File: src/rtl/hazard_pkg.sv
// Shared types and constants for the hazard scheduler.
package hazard_pkg;

    localparam int unsigned REG_W    = 3;
    localparam int unsigned SB_DEPTH = 2;

    typedef enum logic {
        ST_RUN  = 1'b0,
        ST_HALT = 1'b1
    } state_t;

    typedef struct packed {
        logic             valid;
        logic [REG_W-1:0] dest;
    } sb_entry_t;

endpackage

File: src/rtl/sb_match.sv
// Compares one source specifier against every scoreboard slot.
module sb_match
    import hazard_pkg::*;
(
    input  logic [REG_W-1:0]            src,
    input  sb_entry_t [SB_DEPTH-1:0]    slots,
    output logic                        hit_c
);

    // Hit when any valid in-flight destination equals the source.
    always_comb begin
        hit_c = 1'b0;
        for (int unsigned i = 0; i < SB_DEPTH; i++) begin
            if (slots[i].valid && (slots[i].dest == src)) begin
                hit_c = 1'b1;
            end
        end
    end

endmodule

File: src/rtl/hazard_scheduler.sv
// RAW hazard stall, branch flush and HALT drain control beside decode.
// REG_W and SB_DEPTH mirror hazard_pkg and must be left at their defaults.
module hazard_scheduler #(
    parameter int unsigned REG_W    = hazard_pkg::REG_W,
    parameter int unsigned SB_DEPTH = hazard_pkg::SB_DEPTH,
    parameter int unsigned CNT_W    = 16
) (
    input  logic             clk,
    input  logic             rst,
    input  logic             dec_valid,
    input  logic [REG_W-1:0] readReg1,
    input  logic [REG_W-1:0] readReg2,
    input  logic             use_rs,
    input  logic             use_rt,
    input  logic             RegWrite,
    input  logic [REG_W-1:0] writeReg,
    input  logic             createdump,
    input  logic             br_taken,
    output logic             fetch_enable,
    output logic             bubble,
    output logic             flush,
    output logic             halted,
    output logic [CNT_W-1:0] stall_cnt
);

    import hazard_pkg::*;

    state_t                   state;
    state_t                   state_nxt;
    sb_entry_t [SB_DEPTH-1:0] sb;
    logic                     rs_hit_c;
    logic                     rt_hit_c;
    logic                     hazard_c;
    logic                     issue_c;

    sb_match u_rs_match (
        .src   (readReg1),
        .slots (sb),
        .hit_c (rs_hit_c)
    );

    sb_match u_rt_match (
        .src   (readReg2),
        .slots (sb),
        .hit_c (rt_hit_c)
    );

    assign halted   = (state == ST_HALT);
    assign hazard_c = dec_valid & ~halted & ((use_rs & rs_hit_c) | (use_rt & rt_hit_c));
    assign issue_c  = ~hazard_c & ~br_taken & ~halted;

    // Next state and Mealy pipeline controls; priority rst > branch > halt > hazard.
    always_comb begin
        state_nxt    = state;
        fetch_enable = 1'b1;
        bubble       = 1'b0;
        flush        = 1'b0;

        if ((state == ST_RUN) && issue_c && dec_valid && createdump) begin
            state_nxt = ST_HALT;
        end

        if (!rst) begin
            state_nxt = ST_RUN;
        end else if (br_taken) begin
            flush  = 1'b1;
            bubble = 1'b1;
        end else if (halted || hazard_c) begin
            fetch_enable = 1'b0;
            bubble       = 1'b1;
        end
    end

    // State register.
    always_ff @(posedge clk) begin
        if (!rst) begin
            state <= ST_RUN;
        end else begin
            state <= state_nxt;
        end
    end

    // Scoreboard shifts every cycle: EX takes the issuing entry, MEM takes EX.
    always_ff @(posedge clk) begin
        if (!rst) begin
            sb <= '0;
        end else begin
            for (int unsigned i = 1; i < SB_DEPTH; i++) begin
                sb[i] <= sb[i-1];
            end
            sb[0] <= sb_entry_t'{valid: dec_valid & RegWrite & issue_c, dest: writeReg};
        end
    end

    // Saturating hazard-stall counter; branch-discarded hazards are not counted.
    always_ff @(posedge clk) begin
        if (!rst) begin
            stall_cnt <= '0;
        end else if (hazard_c && !br_taken && (stall_cnt != {CNT_W{1'b1}})) begin
            stall_cnt <= stall_cnt + CNT_W'(1);
        end
    end

endmodule

File: config.mk
export PLATFORM = sky130hd
export DESIGN_NAME = hazard_scheduler
export DESIGN_NICKNAME = d
export VERILOG_FILES = /design/src/rtl/hazard_pkg.sv /design/src/rtl/sb_match.sv /design/src/rtl/hazard_scheduler.sv
export SDC_FILE = /design/constraint.sdc
export NUM_CORES = 1
export LEC_CHECK = 0
export ABC_AREA = 1
export ABC_CLOCK_PERIOD_IN_PS = 1800
export CAP_MARGIN = 5
export CORE_ASPECT_RATIO = 0.75
export CORE_MARGIN = 5
export CORE_UTILIZATION = 39
export DETAILED_ROUTE_END_ITERATION = 6
export PLACE_DENSITY_LB_ADDON = 0.12
export SYNTH_ARGS = -nofsm -noshare
export SYNTH_HDL_FRONTEND = slang
export SYNTH_HIERARCHICAL = 1
export SYNTH_SLANG_ARGS = --single-unit
File: constraint.sdc
create_clock -name clk -period 1.8 [get_ports clk]
set_input_delay 0.18 -clock clk [delete_from_list [all_inputs] [get_ports clk]]
set_output_delay 0.18 -clock clk [all_outputs]
set_load 0.005 [all_outputs]
==> flow_metrics.tcl <==
set metrics [dict create \
    status "complete, no violations" \
    wirelength_mm 3.683 \
    routabilityCongestion 0.8048 \
    skew_ps 4.928 \
    irDropWorstVdd_v 0.0003250 \
    postSynthCellCount 254 \
    hpwlAfterDp_mm 2.885 \
    worstSetupStartpointType "flop" \
    cts_inserted_buffers 3 \
    grt_first_pass_wirelength_mm 6.210 \
    fin_tns_setup_ps 0 \
    core.rowCount 19 \
    drc 0 \
    cts-root-buf "clkbuf_8" \
    clk_pin_slew_worst_paths_ps 90 \
    multi_input_area_sq_um 819.5 \
    power_switching_w 0.0002421 \
    finalNonFillerCells 360 \
    synth-seq-cells 25 \
    maxSlewHeadroom 0.8098 \
    clk_latency_ps 270 \
    io_pins 37 \
    grt.overflow.total 0 \
    slew_viol_final 0 \
    end_kind "output pin" \
    dp.cells 356 \
    syn_area_sq_mm 0.001488 \
    rsz0062_at_grt "true" \
    finalNetCount 327 \
    syn_area_per_cell_sq_um 5.857 \
    internal-power_w 0.0007790 \
    fin_util 0.5643 \
    min_path_cells 3 \
    crit_fanout 5 \
    die_y_microns 63.49 \
    p_sw_frac 0.2371 \
    regArea_sq_um 511.7 \
    post_drt_wl_per_cell_microns 10.23 \
    ys_types 19 \
    yosysWarnings 6 \
    area_growth_pct 38.86 \
    power.share.clock 0.329 \
    postCtsHoldBufs 0 \
    grt_pass1_vias 1324 \
    clock_sinks 25 \
    crit_path_frequent_cell "nand2_1" \
    p_per_area_mw_per_mm2 494.3 \
    cp.arrival_ps 1530 \
    r2r.worst_path.cells 9 \
    path_buf_inv 2 \
    slowest_delay_ps 370 \
    p_seq_frac 0.558 \
    coreArea_sq_mm 0.003661 \
    grt_antenna_before_repair 0 \
    final_cell_mix "100 x nand2_1, 39 x inv_1, 34 x nor2_1" \
    post-place-ws_ps -356.1 \
    hold_violations 0 \
    path_depth 13 \
    start_util 0.4064 \
    grt_max_degree 15 \
    cap_violations 0 \
    vias 1580 \
    fill_cells 378 \
    final_antenna_net_count 0 \
    grtUsageTotal 0.1504 \
    worstMarginPinSlew_ps 284.4 \
    yosysSeqAreaShare 0.3364 \
    whs_ps 424.4 \
    critPathSlowestCell "dfxtp_4" \
    r2r_slack_ps 190 \
    diodes 0 \
    first_pass_iters 4 \
    cts_tree "yes" \
    setup_violations 0 \
    hold_class "primary input to flop" \
    numPortBuffers 36 \
    fmax_mhz 585.5 \
    comb_power_share 0.113 \
    crit_chain "inv_1, nand2_1, nand2_1, nor2_1, nand2_1, nand2_1, nand2_1, nand2_1, nand2_1, nand2_2, nor2_2, nor2_1, buf_2" \
    dieArea_sq_mm 0.005162 \
    final_common_cell "nand2_1" \
    fp.dieW_microns 81.32 \
    min_period_ps 1708 \
    initialDrtViolationCount 114 \
    path_delay_family "simple AND/OR/NAND/NOR gates" \
    vias_per_cell 4.389 \
    worstPathRequired_ps 1620 \
    critPathKind "flop to output pin" \
    layout-drive-gt1-share 0.1136 \
    fin_ws_ps 92.00 \
    synth_fp_nets 272 \
    p_leak_nw 0.9276 \
    min_period_over_period 0.9489 \
    clockBufferDepth 2 \
    cts.htree.levels 1 \
]
power by group through the flow:
stage | combinational, W | clock, W | sequential, W
finish | 0.000115 | 0.000336 | 0.000570
global route | 0.000130 | 0.000370 | 0.000572
CTS | 0.000115 | 0.000352 | 0.000571
detailed placement | 0.000120 | 0 | 0.000583
global placement | 0.000120 | 0 | 0.000583
floorplan | 0.0000513 | 0 | 0.000581
cells in the mapped netlist:
cell,number,area share
a21oi_1,16,0.054
buf_4,1,0.0050
buf_6,1,0.0076
clkbuf_1,2,0.0050
dfxtp_1,25,0.34
ha_1,1,0.0084
inv_1,39,0.098
nand2_1,101,0.25
nand2_2,1,0.0042
nand3_1,14,0.047
nand4_1,5,0.021
nor2_1,35,0.088
nor2_2,2,0.0084
nor2_4,1,0.0076
nor3_1,1,0.0034
o21ai_0,1,0.0034
o21ai_2,1,0.0059
xnor2_1,2,0.012
xor2_1,5,0.029
registers in the layout, indices dropped and copies added, names as in the netlist:
| signal | flops |
|---|---|
| halted | 1 |
| stall_cnt | 16 |
| sb | 8 |
worst register-to-register path: cells and delay by family, from the launching register on:
family / cells / cell delay (ps)
buffers and inverters: 1 / 160
adder cells (fa/ha/maj): 1 / 220
AND/OR/NAND/NOR: 6 / 640
AO/OA/AOI/OAI: 1 / 140
flip-flops: 1 / 350
logic make-up after synthesis:
family                     after synthesis  share of synthesized area
xor gates and xnor gates                 7                    0.04121
AOI/OAI and AO/OA                       18                    0.06308
DFF                                     25                     0.3364
and+or+nand+nor                        160                     0.4348
buffers and inverters                   43                     0.1161
adders and majority gates                1                   0.008409
per-layer routing:
| metal | wire (microns) | part of all wire | GRT usage |
|---|---|---|---|
| met1 | 1998 | 0.54 | 0.2372 |
| met2 | 1392 | 0.38 | 0.1951 |
| met3 | 263 | 0.071 | 0.04274 |
| met4 | 28 | 0.0076 | 0.03165 |
| met5 | 0 | 0 | 0 |
per-stage QoR:
stage,total power [W],instance area [sq um]
after floorplan,0.0006323,1488
after global placement,0.0007029,2022
after detailed placement,0.0007028,2022
after CTS,0.001039,2066
after global routing,0.001072,2066
final,0.001021,2066
worst paths after layout:
kind	startpoint	end
max	sb[1]	bubble
min	writeReg[2]	sb[2]
max reg2reg	stall_cnt[0]	stall_cnt[15]
min reg2reg	sb[3]	sb[7]
area by class of cell:
cell class	count	area share
clock buffers	4	0.02180
inverters	39	0.07087
multi-input cells	186	0.3967
flip-flops and latches	25	0.2477
well taps	52	0.03150
repair buffers	54	0.2314
repair_timing:
action,CTS,global route
pin swaps,0,1
setup buffers,0,0
gates resized for setup,15,7
gates cloned,0,0
endpoints found under the setup margin,2,2
Power figures use the tool's default switching activity.
